===== config.mk =====
export PLATFORM = sky130hd
export DESIGN_NAME = hazard_unit
export DESIGN_NICKNAME = d
export VERILOG_FILES = /design/src/rtl/hazard_unit.sv
export SDC_FILE = /design/constraint.sdc
export NUM_CORES = 1
export LEC_CHECK = 0
export BUFFER_PORTS_ARGS = -buffer_cell sky130_fd_sc_hd__buf_2
export CAP_MARGIN = 20
export CORE_AREA = 2 2 116 118
export CTS_BUF_LIST = sky130_fd_sc_hd__clkbuf_4
export CTS_CLUSTER_DIAMETER = 150
export DETAILED_ROUTE_END_ITERATION = 10
export DIE_AREA = 0 0 118 120
export PLACE_DENSITY_LB_ADDON = 0.15
export SLEW_MARGIN = 20
export SYNTH_ARGS = -nofsm -noshare
export SYNTH_HDL_FRONTEND = slang
export SYNTH_SLANG_ARGS = --single-unit

===== constraint.sdc =====
create_clock -name clk -period 5.3 [get_ports clk]
set_clock_uncertainty 0.15 [all_clocks]
set_input_delay 1.06 -clock clk [delete_from_list [all_inputs] [get_ports clk]]
set_output_delay 1.06 -clock clk [all_outputs]
set_load 0.05 [all_outputs]

===== src/rtl/hazard_unit.sv =====
// Hazard unit: load-use stall, taken-branch flush and data-memory wait/timeout
// control for the pipeline registers, plus saturating stall/flush counters.
module hazard_unit #(
   parameter int MEM_TIMEOUT = 64,
   parameter int CNT_W       = 32
) (
   input  logic             clk,
   input  logic             rst,
   input  logic [4:0]       de_rs1,
   input  logic [4:0]       de_rs2,
   input  logic             de_rs1_used,
   input  logic             de_rs2_used,
   input  logic [4:0]       ex_rd,
   input  logic             ex_ruwr,
   input  logic             ex_dmrd,
   input  logic             ex_br_taken,
   input  logic             me_dm_req,
   input  logic             me_dm_ready,
   output logic             pc_we,
   output logic             if_de_we,
   output logic             de_ex_we,
   output logic             ex_me_we,
   output logic             if_de_flush,
   output logic             de_ex_flush,
   output logic             me_wb_flush,
   output logic             mem_timeout,
   output logic [CNT_W-1:0] stall_cnt,
   output logic [CNT_W-1:0] flush_cnt
);

   typedef enum logic [1:0] {RUN, MEM_WAIT, TIMEOUT} state_t;

   // wait_cnt only needs to reach MEM_TIMEOUT-1; with the timeout disabled it may wrap freely
   localparam int WC_W  = (MEM_TIMEOUT > 1) ? $clog2(MEM_TIMEOUT) : 1;
   localparam int TO_M1 = (MEM_TIMEOUT > 0) ? MEM_TIMEOUT - 1 : 0;

   state_t            state_q, state_d;
   logic [WC_W-1:0]   wait_cnt_q, wait_cnt_d;
   logic              timeout_q, timeout_d;
   logic [CNT_W-1:0]  stall_cnt_q, stall_cnt_d;
   logic [CNT_W-1:0]  flush_cnt_q, flush_cnt_d;
   logic              mem_wait, load_use, br_flush;

   assign mem_wait = me_dm_req & ~me_dm_ready;
   assign load_use = ex_dmrd & ex_ruwr & (ex_rd != 5'd0) &
                     ((de_rs1_used & (de_rs1 == ex_rd)) | (de_rs2_used & (de_rs2 == ex_rd)));

   // Next state and pipeline control; memory wait beats branch beats load-use
   always_comb begin
      state_d     = state_q;
      wait_cnt_d  = wait_cnt_q;
      pc_we       = 1'b1;
      if_de_we    = 1'b1;
      de_ex_we    = 1'b1;
      ex_me_we    = 1'b1;
      if_de_flush = 1'b0;
      de_ex_flush = 1'b0;
      me_wb_flush = 1'b0;
      br_flush    = 1'b0;
      case (state_q)
         RUN, MEM_WAIT: begin
            if (mem_wait) begin
               pc_we       = 1'b0;
               if_de_we    = 1'b0;
               de_ex_we    = 1'b0;
               ex_me_we    = 1'b0;
               me_wb_flush = 1'b1;
               wait_cnt_d  = wait_cnt_q + 1'b1;
               state_d     = MEM_WAIT;
               if ((MEM_TIMEOUT != 0) && (wait_cnt_q == WC_W'(TO_M1)))
                  state_d = TIMEOUT;
            end else begin
               // The ready cycle is the first non-waiting cycle: a branch held in EX during
               // the wait is flushed here, otherwise it would slip into MEM unflushed.
               state_d    = RUN;
               wait_cnt_d = '0;
               if (ex_br_taken) begin
                  if_de_flush = 1'b1;
                  de_ex_flush = 1'b1;
                  br_flush    = 1'b1;
               end else if (load_use) begin
                  pc_we       = 1'b0;
                  if_de_we    = 1'b0;
                  de_ex_flush = 1'b1;
               end
            end
         end
         TIMEOUT: begin
            pc_we       = 1'b0;
            if_de_we    = 1'b0;
            de_ex_we    = 1'b0;
            ex_me_we    = 1'b0;
            me_wb_flush = 1'b1;
         end
         default: state_d = RUN;
      endcase
      if (rst) begin
         pc_we       = 1'b1;
         if_de_we    = 1'b1;
         de_ex_we    = 1'b1;
         ex_me_we    = 1'b1;
         if_de_flush = 1'b0;
         de_ex_flush = 1'b0;
         me_wb_flush = 1'b0;
         br_flush    = 1'b0;
      end
   end

   // Sticky timeout flag and saturating event counters
   always_comb begin
      timeout_d   = timeout_q | (state_d == TIMEOUT);
      stall_cnt_d = stall_cnt_q;
      flush_cnt_d = flush_cnt_q;
      if (!pc_we && (stall_cnt_q != '1))
         stall_cnt_d = stall_cnt_q + 1'b1;
      if (br_flush && (flush_cnt_q != '1))
         flush_cnt_d = flush_cnt_q + 1'b1;
   end

   // State and counter registers with synchronous reset
   always_ff @(posedge clk) begin
      if (rst) begin
         state_q     <= RUN;
         wait_cnt_q  <= '0;
         timeout_q   <= 1'b0;
         stall_cnt_q <= '0;
         flush_cnt_q <= '0;
      end else begin
         state_q     <= state_d;
         wait_cnt_q  <= wait_cnt_d;
         timeout_q   <= timeout_d;
         stall_cnt_q <= stall_cnt_d;
         flush_cnt_q <= flush_cnt_d;
      end
   end

   assign mem_timeout = timeout_q;
   assign stall_cnt   = stall_cnt_q;
   assign flush_cnt   = flush_cnt_q;

endmodule


# --- After elaboration in Yosys (flattened, before gate mapping) ---
# Cells that the tools add are included.
totals:
  input_bits: 24
  reg_bits: 73
  output_inout_bits: 72
classes:
  reduce_logical: 6
  bitwise: 9
  n_mux: 24
  addsub: 3
  n_eq_ne: 8
ops:
  columns: ["operator", "n"]
  rows:
  - ["adder 32 x 1 -> 32 bit (second input constant)", 2]
  - ["inequality test 32 bit (second input constant)", 2]
  - ["2-to-1 mux 1 bit", 17]
  - ["== test 5 bit", 2]
  - ["adder 6 x 1 -> 6 bit (second input constant)", 1]
  - ["bitwise AND 1 bit", 6]
  - ["== test 6 bit (second input constant)", 1]
  - ["2-to-1 mux 6 bit", 1]
  - ["one-hot mux 1 bit (2 select lines)", 3]
  - ["nonzero test 5 bit", 1]
  - ["== test 2 bit (second input constant)", 2]
  - ["2-to-1 mux 2 bit", 2]
  - ["one-hot mux 2 bit (2 select lines)", 1]
  - ["== test 2 x 1 -> 1 bit (second input constant)", 1]
  - ["logical AND 1 bit", 2]
  - ["logical NOT 2 bit", 1]
  - ["OR 1 bit", 2]
  - ["OR reduction 2 bit", 1]
  - ["logical NOT 1 bit", 1]
  - ["NOT 1 bit", 1]

# --- Logic depth before layout (Yosys ltp) ---
# Gate-level depths: netlist of run 1.
depth:
  ltp_word: 11
  ltp_mapped: 8
  ltp_nobuf: 7

# --- Worst setup path before layout of run 1 ---
# OpenSTA, ideal clock, no wires.
synth_timing:
  path_kind: "input port to output port"
  from: "input port me_dm_req"
  to: "output port pc_we"
  slack_ps: 598
  arrival_time_ps: 3492
  cell_stages: 6
  required_ps: 4090
  n_path_buf: 2
  cell_sequence: "or3b_1 buf_2 a21o_1 inv_1 a21oi_1 buf_4"
synth_between:
  elab_chain_cells: 4
synth_rtl:
  columns: ["element", "line_no", "source"]
  rows:
  - ["start, declared", "17", "input logic me_dm_req,"]
  - ["bitwise AND 1 bit", "44", "assign mem_wait = me_dm_req & ~me_dm_ready;"]
  - ["2-to-1 mux 1 bit", null, null]
  - ["one-hot mux 1 bit (2 select lines)", null, null]
  - ["2-to-1 mux 1 bit", null, null]
  - ["end, declared", "19", "output logic pc_we,"]
# No other way between the ends.

# --- Final worst setup path of run 1 ---
layout_timing:
  from: "input port ex_rd[1]"
  to: "output port if_de_we"
layout_between:
  elab_chain_cells: 9
  word_cells_on_any_way: 13
  cone_classes: "eq/ne (2); mux (5); bitwise (5); reduce/logical (1)"
layout_rtl:
  columns: ["element", "line_no", "source"]
  rows:
  - ["start, declared", "13", "input logic [4:0] ex_rd,"]
  - ["== test 5 bit", "46", "((de_rs1_used & (de_rs1 == ex_rd)) | (de_rs2_used & (de_rs2 == ex_rd)));"]
  - ["bitwise AND 1 bit", "46", null]
  - ["OR 1 bit", "46", null]
  - ["bitwise AND 1 bit (*)", "45", "assign load_use = ex_dmrd & ex_ruwr & (ex_rd != 5'd0) &"]
  - ["2-to-1 mux 1 bit (*)", "81", "end else if (load_use) begin"]
  - ["2-to-1 mux 1 bit (*)", "77", "if (ex_br_taken) begin"]
  - ["2-to-1 mux 1 bit (*)", "62", "if (mem_wait) begin"]
  - ["one-hot mux 1 bit (2 select lines) (*)", "60", "case (state_q)"]
  - ["2-to-1 mux 1 bit (*)", "97", "if (rst) begin"]
  - ["end, declared", "20", "output logic if_de_we,"]
# Mark *: on every way between the ends. The rest lies on a longest branch, timed or not.

==> flow_metrics.py, run 1 <==
metrics = {
    "cts": {
        "path_clk_slew_ns": 0.11,
        "cts_max_path_buffers": 2,
        "cts_tree": "done",
        "htree_levels": 3,
        "cts_made_buffers": 9,
        "cts-root-buf": "clkbuf_4",
        "clock-sinks": 73,
        "post_cts_buffers": 0,
        "postCtsHoldBufs": 0,
        "clk_latency_ns": 0.44,
        "cts_resized": 0,
    },
    "place": {
        "routabilityCongestion": 0.742,
        "hpwlAfterDp_um": 7120,
        "port_buffers": 95,
    },
    "critical_path": {
        "r2r_end": "stall_cnt[25]$_SDFFE_PP0P_",
        "crit_path_max_fanout": 3,
        "reg2regPathDepth": 6,
        "cp-start-kind": "primary input",
        "critPathArrivalTime_ns": 2.52,
        "critPathKind": "primary input to output port",
        "rrSetupSlack_ns": 2.54,
        "required_ns": 4.09,
        "r2r_start": "state_q[1]$_SDFF_PP0_",
        "cp-end-kind": "output port",
        "startpoint": "ex_rd[1]",
    },
    "synthesis": {
        "yosys-top-cells-area": "dfxtp_1 (38%), xnor2_1 (7.6%), nor2_1 (6.0%), nand2_1 (3.7%), nand4_1 (3.6%)",
        "synth-seq-area-share_pct": 38.4,
        "yosysTopAreaCell": "dfxtp_1",
        "mappedNetlistArea_sq_um": 3810,
        "yosysTopAreaCellShare_pct": 38.4,
        "synth_nets": 485,
        "async_reset_ff_share_pct": 0,
        "yosysUniqueCellTypes": 52,
        "synth_cells": 458,
        "yosys_warnings": 0,
        "syn_avg_cell_area_sq_um": 8.31,
        "synth_flop_cell": "dfxtp_1",
        "ys_ff_latch": 73,
        "synth-edff-count": 0,
    },
    "global_route": {
        "antenna_found_initial": 0,
        "grt_use_total_pct": 14.8,
        "grt_pass1_wl_um": 16900,
        "grt_pass1_vias": 3451,
        "grt-ovfl-total": 0,
        "grt_max_degree": 74,
    },
    "floorplan": {
        "die_x_um": 118,
        "die_area_sq_um": 14200,
        "fp.coreArea_sq_um": 13000,
        "io_pins": 96,
        "chipHeight_um": 120,
        "start_util_pct": 29.3,
        "rows": 42,
    },
    "job": {
        "maxCapViolations": 0,
    },
    "worst_hold_path": {
        "min_path_cells": 1,
        "hold_start": "mem_timeout$_SDFF_PP0_",
        "hold_end": "mem_timeout$_SDFF_PP0_",
        "hp-class": "flip-flop to flip-flop",
    },
    "layout": {
        "nNetsFinal": 572,
        "drive_above_1_share_pct": 23.8,
        "area_delta_synth_final_pct": 19.8,
        "n_fill_cell": 1425,
        "n_antenna_cell": 0,
        "utilization_pct": 35.1,
    },
    "timing": {
        "min_period_ns": 3.73,
        "period_share_pct": 70.4,
        "finalHoldViolations": 0,
        "worst_slew_pin_slew_ns": 0.911,
        "timing.fmax_mhz": 268,
        "hold_slack_ns": 0.308,
        "fin_tns_setup_ns": 0,
        "slew_violations": 0,
        "rsz0062_at_grt": "no",
        "slew_headroom_pct": 38.7,
        "finalSetupViolCount": 0,
    },
    "power": {
        "pwr_density_cell_nw_per_um2": 212,
        "leakagePower_nw": 1.78,
        "vdd_ir_drop_max_mv": 0.110,
    },
    "drt": {
        "dr.pass1.iters": 5,
        "route.detailed.wl_per_inst_um": 13.7,
        "ant_nets": 0,
        "drtIter0Drc": 150,
        "vias": 3608,
        "wirelength_um": 9930,
        "drc": 0,
        "via_per_inst": 4.97,
    },
    "status": {
        "outcome": "completed",
    },
}
-- critical path, cell delays in order --
cell and delay (ns):
buf_2 0.12, or4_1 0.54, o211ai_1 0.22, nor2b_1 0.10, a21oi_1 0.19, buf_2 0.29
-- metrics by stage --
step | power [mW] | area (sq um) | setup slack, ns | instances
after global placement | 0.633 | 4430 | 1.58 | 709
final | 0.968 | 4560 | 1.57 | 726
after global routing | 1.01 | 4560 | 1.47 | 726
after floorplan | 0.611 | 3810 | 0.598 | 458
after CTS | 0.991 | 4550 | 1.56 | 725
after detailed placement | 0.633 | 4430 | 1.57 | 709
-- metal layers --
layer | global-route usage [%] | routed length, um | part of all wire, % | vias to the layer above
met5 | 0 | 0 | 0 | -
met4 | 4.82 | 148 | 1.5 | 0
met3 | 4.28 | 519 | 5.2 | 13
met2 | 25.5 | 4810 | 48 | 95
met1 | 17.7 | 4450 | 45 | 1682
li1 | - | - | - | 1818
-- sequential cells by signal, summed over array words and instances, names as in the netlist --
signal       count
flush_cnt       32
stall_cnt       32
wait_cnt_q       6
state_q          2
mem_timeout      1
-- cells in the final DEF, fill, tap and decap left out, types with 5 or more instances in the layout --
cell type and count:
and3_1 10, buf_2 95, or3_1 9, nor2_1 61, nand3_1 24, nand2_1 38, mux2i_1 7, nand4_1 22
and4_1 6, nor3_1 14, a21oi_1 21, or4_1 8, o21ai_0 13, dfxtp_1 73, or2_2 5, nor4_1 12
nor2b_1 9, mux2_2 6, xor2_1 10, clkbuf_4 12, o31ai_1 6, xnor2_1 33
-- power breakdown --
part | internal, mW | switching, mW | leakage, nW
Combinational | 0.0217 | 0.0460 | 1.12
Clock | 0.149 | 0.199 | 0.0734
Sequential | 0.550 | 0.00203 | 0.588
-- cell type report --
type / count / area (sq um) / area share [%]
clock buffer: 11 / 82.6 / 1.81
clock inverter: 5 / 46.3 / 1.01
inverter: 5 / 18.8 / 0.411
multi-input combinational: 357 / 2230 / 48.8
sequential: 73 / 1460 / 32.0
tap: 176 / 220 / 4.83
timing repair buffer: 99 / 505 / 11.1
-- kinds of logic after synthesis --
logic type / share of synthesized area (%)
multiplexers: 3.91
buffers and inverters: 3.29
flip-flops: 38.4
XOR/XNOR: 9.89
AO/OA/AOI/OAI: 9.92
adder cells (fa/ha/maj): 0.986
AND/OR/NAND/NOR: 33.6
-- worst max-delay path by stage --
stage	cells after the start	slack, ns	to
2_1_floorplan	6	0.60	pc_we
3_3_place_gp	6	1.58	pc_we
3_5_place_dp	6	1.57	if_de_we
4_1_cts	6	1.56	if_de_we
5_1_grt	6	1.47	if_de_we
6_report	6	1.57	if_de_we
-- cell usage after synthesis, types with 5 or more instances --
| library cell | instances |
|---|---|
| nand3_1 | 24 |
| nor3_1 | 14 |
| or4_1 | 8 |
| mux2i_1 | 7 |
| nor2b_1 | 9 |
| and4_1 | 6 |
| o21ai_0 | 13 |
| o31ai_1 | 6 |
| nand4_1 | 22 |
| mux2_2 | 6 |
| nand2_1 | 38 |
| xor2_1 | 10 |
| or2_2 | 5 |
| a21oi_1 | 21 |
| dfxtp_1 | 73 |
| nor4_1 | 13 |
| xnor2_1 | 33 |
| clkbuf_1 | 15 |
| nor2_1 | 61 |
| and3_1 | 10 |
| or3_1 | 9 |
(Power assumes the default switching activity.)
==> run 2, diff against run 1 <==
==> constraint.sdc (replaced) <==
create_clock -name clk -period 3 [get_ports clk]
set_clock_uncertainty 0.15 [all_clocks]
set_input_delay 0.6 -clock clk [delete_from_list [all_inputs] [get_ports clk]]
set_output_delay 0.6 -clock clk [all_outputs]
set_load 0.05 [all_outputs]
==> flow_metrics.py, run 2 (synthesis gave the netlist of run 1 again) <==
metrics = {
    "status": {
        "outcome": "completed",
    },
    "cts": {
        "post_cts_buffers": 0,
        "clk_latency_ns": 0.45,
        "cts_tree": "done",
        "path_clk_slew_ns": 0.10,
        "postCtsHoldBufs": 0,
        "cts_made_buffers": 9,
        "clock-sinks": 73,
        "cts_max_path_buffers": 2,
        "cts-root-buf": "clkbuf_4",
        "htree_levels": 3,
        "cts_resized": 0,
    },
    "place": {
        "port_buffers": 95,
        "routabilityCongestion": 0.798,
        "place_inst": 717,
        "place_ws_ns": 0.201,
        "hpwlAfterDp_um": 7220,
        "dpl_cell_area_sq_um": 4510,
    },
    "global_route": {
        "grt_pass1_vias": 3379,
        "grt_max_degree": 74,
        "grt_use_total_pct": 14.7,
        "antenna_found_initial": 1,
        "grt_pass1_wl_um": 16700,
        "grt-ovfl-total": 0,
    },
    "critical_path": {
        "cp_slowest_stage_delay_ns": 0.54,
        "startpoint": "ex_rd[1]",
        "worstPathCellList": "buf_2 > or4_1 > o211ai_1 > nor2b_1 > a21oi_4 > buf_2",
        "rrSetupSlack_ns": 0.48,
        "cp-start-kind": "primary input",
        "cp_common_cell": "buf_2",
        "critPathKind": "primary input to output port",
        "r2r_start": "state_q[1]$_SDFF_PP0_",
        "slowest_stage": "or4_1",
        "crit_end": "if_de_we",
        "critPathArrivalTime_ns": 2.05,
        "reg2regPathDepth": 6,
        "r2r_end": "stall_cnt[25]$_SDFFE_PP0P_",
        "crit_path_max_fanout": 3,
        "cp-end-kind": "output port",
        "required_ns": 2.25,
    },
    "floorplan": {
        "io_pins": 96,
        "die_area_sq_um": 14200,
        "start_util_pct": 29.3,
        "chipHeight_um": 120,
        "rows": 42,
        "die_x_um": 118,
        "fp.coreArea_sq_um": 13000,
    },
    "timing": {
        "fin_tns_setup_ns": 0,
        "period_share_pct": 93.3,
        "setup_ws_ns": 0.200,
        "timing.fmax_mhz": 357,
        "finalSetupViolCount": 0,
        "finalHoldViolations": 0,
        "rsz0062_at_grt": "no",
        "slew_headroom_pct": 46.7,
        "slew_violations": 0,
        "hold_slack_ns": 0.335,
        "worst_slew_pin_slew_ns": 0.799,
        "min_period_ns": 2.80,
    },
    "worst_hold_path": {
        "hp-class": "flip-flop to flip-flop",
        "min_path_cells": 1,
    },
    "power": {
        "pwr_density_cell_nw_per_um2": 352,
        "leakagePower_nw": 1.80,
        "vdd_ir_drop_max_mv": 0.187,
        "p_total_mw": 1.62,
    },
    "drt": {
        "route.detailed.wl_per_inst_um": 13.7,
        "wirelength_um": 10000,
        "ant_nets": 0,
        "dr.pass1.iters": 5,
        "drtIter0Drc": 146,
        "via_per_inst": 5.03,
        "vias": 3684,
        "drc": 0,
    },
    "layout": {
        "layout_commonest_cell": "buf_2",
        "stdcell_area_sq_um": 4610,
        "n_fill_cell": 1403,
        "utilization_pct": 35.5,
        "final_cell_mix": "buf_2 (95), dfxtp_1 (73), nor2_1 (61)",
        "final_cells": 732,
        "drive_above_1_share_pct": 25.2,
        "area_delta_synth_final_pct": 21.0,
        "nNetsFinal": 579,
    },
    "job": {
        "maxCapViolations": 0,
    },
}
==> run 2: how the worst min path moves through the flow <==
stage	start	to	slack [ns]
floorplan	wait_cnt_q[5]$_SDFFE_PP0N_	wait_cnt_q[5]$_SDFFE_PP0N_	0.31
global placement	mem_timeout$_SDFF_PP0_	mem_timeout$_SDFF_PP0_	0.32
detailed placement	wait_cnt_q[5]$_SDFFE_PP0N_	wait_cnt_q[5]$_SDFFE_PP0N_	0.33
CTS	rst	state_q[1]$_SDFF_PP0_	0.34
global route	mem_timeout$_SDFF_PP0_	mem_timeout$_SDFF_PP0_	0.37
finish	mem_timeout$_SDFF_PP0_	mem_timeout$_SDFF_PP0_	0.34
==> run 2: routing by layer <==
metal,GRT usage [%],share of wire [%],vias up
met5,0,0,-
met4,7.30,1.6,0
met3,2.85,4.4,14
met2,22.9,45,99
met1,19.4,49,1736
li1,-,-,1835
==> run 2: final cells by class <==
type | count | area [sq um] | area share [%]
multi-input cells | 357 | 2250 | 48.7
clock inverters | 2 | 7.51 | 0.163
flip-flops and latches | 73 | 1460 | 31.7
diodes | 1 | 2.50 | 0.0543
well taps | 176 | 220 | 4.78
clock buffers | 12 | 90.1 | 1.95
inverters | 5 | 22.5 | 0.489
repair buffers | 106 | 558 | 12.1
==> run 2: power by group <==
| group | internal [mW] | leakage, nW | switching [mW] | total, mW |
|---|---|---|---|---|
| logic | 0.0425 | 1.15 | 0.0833 | 0.126 |
| registers | 0.972 | 0.588 | 0.00363 | 0.975 |
| clock network | 0.185 | 0.0584 | 0.337 | 0.522 |
| total | 1.20 | 1.80 | 0.424 | 1.62 |
==> run 2: worst max-delay path, delay by kind of cell <==
family / cells / cell delay, ns
simple gates: 2 / 0.67
compound gates: 2 / 0.38
buf+inv: 2 / 0.40
==> run 3, diff against run 2 <==
--- a/config.mk
+++ b/config.mk
@@ -13,6 +13,7 @@
 export DETAILED_ROUTE_END_ITERATION = 10
 export DIE_AREA = 0 0 118 120
 export PLACE_DENSITY_LB_ADDON = 0.15
+export REMOVE_ABC_BUFFERS = 1
 export SLEW_MARGIN = 20
 export SYNTH_ARGS = -nofsm -noshare
 export SYNTH_HDL_FRONTEND = slang
==> flow_metrics.py, run 3 (synthesis gave the netlist of run 1 again) <==
metrics = {
    "status": {
        "outcome": "completed",
    },
    "worst_hold_path": {
        "hold_start": "mem_timeout$_SDFF_PP0_",
        "hp-class": "flip-flop to flip-flop",
        "hold_end": "mem_timeout$_SDFF_PP0_",
        "min_path_cells": 1,
    },
    "layout": {
        "utilization_pct": 35.7,
        "n_antenna_cell": 0,
        "nNetsFinal": 582,
        "area_delta_synth_final_pct": 21.8,
        "drive_above_1_share_pct": 25.2,
        "layout_commonest_cell": "buf_2",
        "final_cell_mix": "buf_2 (95), dfxtp_1 (73), nor2_1 (61)",
        "final_cells": 735,
    },
    "place": {
        "hpwlAfterDp_um": 7310,
        "place_inst": 720,
        "routabilityCongestion": 0.787,
        "port_buffers": 95,
        "place_ws_ns": 0.168,
    },
    "timing": {
        "rsz0062_at_grt": "no",
        "finalHoldViolations": 0,
        "finalSetupViolCount": 0,
        "setup_ws_ns": 0.163,
        "timing.fmax_mhz": 352,
        "slew_violations": 0,
        "period_share_pct": 94.6,
        "min_period_ns": 2.84,
        "worst_slew_pin_slew_ns": 0.710,
        "slew_headroom_pct": 52.7,
    },
    "drt": {
        "ant_nets": 0,
        "dr.pass1.iters": 4,
        "drc": 0,
        "route.detailed.wl_per_inst_um": 14.0,
        "wirelength_um": 10300,
        "via_per_inst": 4.96,
        "vias": 3643,
        "drtIter0Drc": 207,
    },
    "critical_path": {
        "r2r_start": "stall_cnt[0]$_SDFFE_PP0P_",
        "rrSetupSlack_ns": 0.44,
        "reg2regPathDepth": 8,
        "cp-end-kind": "output port",
        "crit_path_max_fanout": 3,
        "critPathKind": "primary input to output port",
        "critPathArrivalTime_ns": 2.09,
        "r2r_end": "stall_cnt[20]$_SDFFE_PP0P_",
        "cp-start-kind": "primary input",
        "required_ns": 2.25,
    },
    "global_route": {
        "grt-ovfl-total": 0,
        "grt_pass1_wl_um": 17200,
        "grt_use_total_pct": 15.0,
        "grt_max_degree": 67,
        "antenna_found_initial": 0,
        "grt_pass1_vias": 3465,
    },
    "floorplan": {
        "fp.coreArea_sq_um": 13000,
        "io_pins": 96,
        "chipHeight_um": 120,
        "die_x_um": 118,
        "rows": 42,
        "die_area_sq_um": 14200,
        "start_util_pct": 29.3,
    },
    "power": {
        "pwr_density_cell_nw_per_um2": 370,
        "vdd_ir_drop_max_mv": 0.203,
        "leakagePower_nw": 1.83,
    },
    "cts": {
        "post_cts_buffers": 0,
        "cts_tree": "done",
        "path_clk_slew_ns": 0.11,
        "cts-root-buf": "clkbuf_4",
        "cts_made_buffers": 9,
        "clock-sinks": 73,
        "cts_max_path_buffers": 2,
        "clk_latency_ns": 0.44,
        "htree_levels": 3,
        "postCtsHoldBufs": 0,
        "cts_resized": 0,
    },
    "job": {
        "maxCapViolations": 0,
    },
}
==> run 3: layer usage <==
metal	up-vias	GRT usage (%)	part of all wire, %
li1	1839	-	-
met1	1711	19.0	48
met2	86	24.3	46
met3	7	5.04	5.1
met4	0	3.99	0.72
met5	-	0	0
==> run 3: where the power goes <==
part           internal (mW)  switching, mW  leakage [nW]
combinational         0.0431         0.0826          1.17
sequential             0.972        0.00356         0.588
clock                  0.264          0.349        0.0680
==> run 3: how the worst max path moves through the flow <==
stage,depth (start not counted),from,endpoint
5_1_grt,6,ex_rd[1],if_de_we
3_3_place_gp,6,ex_rd[1],if_de_we
4_1_cts,6,ex_rd[1],pc_we
2_1_floorplan,4,me_dm_req,if_de_we
3_5_place_dp,6,ex_rd[1],pc_we
6_report,6,ex_rd[1],pc_we
==> run 3: through the flow <==
stage	instance area, sq um	hold slack [ns]	power (mW)	TNS, ns
floorplan	3700	0.302	1.06	-19.42
global placement	4510	0.285	1.12	0
detailed placement	4510	0.292	1.13	0
CTS	4640	0.327	1.75	0
global route	4640	0.335	1.81	0
finish	4640	0.325	1.71	0
==> run 3: area by class of cell <==
| class | instances | area, sq um |
|---|---|---|
| fillers | 1419 | 8340 |
| multi-input cells | 357 | 2230 |
| flip-flops and latches | 73 | 1460 |
| repair buffers | 109 | 581 |
| well taps | 176 | 220 |
| clock buffers | 11 | 82.6 |
| clock inverters | 4 | 45.0 |
| inverters | 5 | 18.8 |
==> run 3: critical path: stages <==
cell	delay (ns)
buf_2	0.12
or4_1	0.56
o211ai_1	0.23
nor2b_1	0.09
a21oi_1	0.20
buf_2	0.29
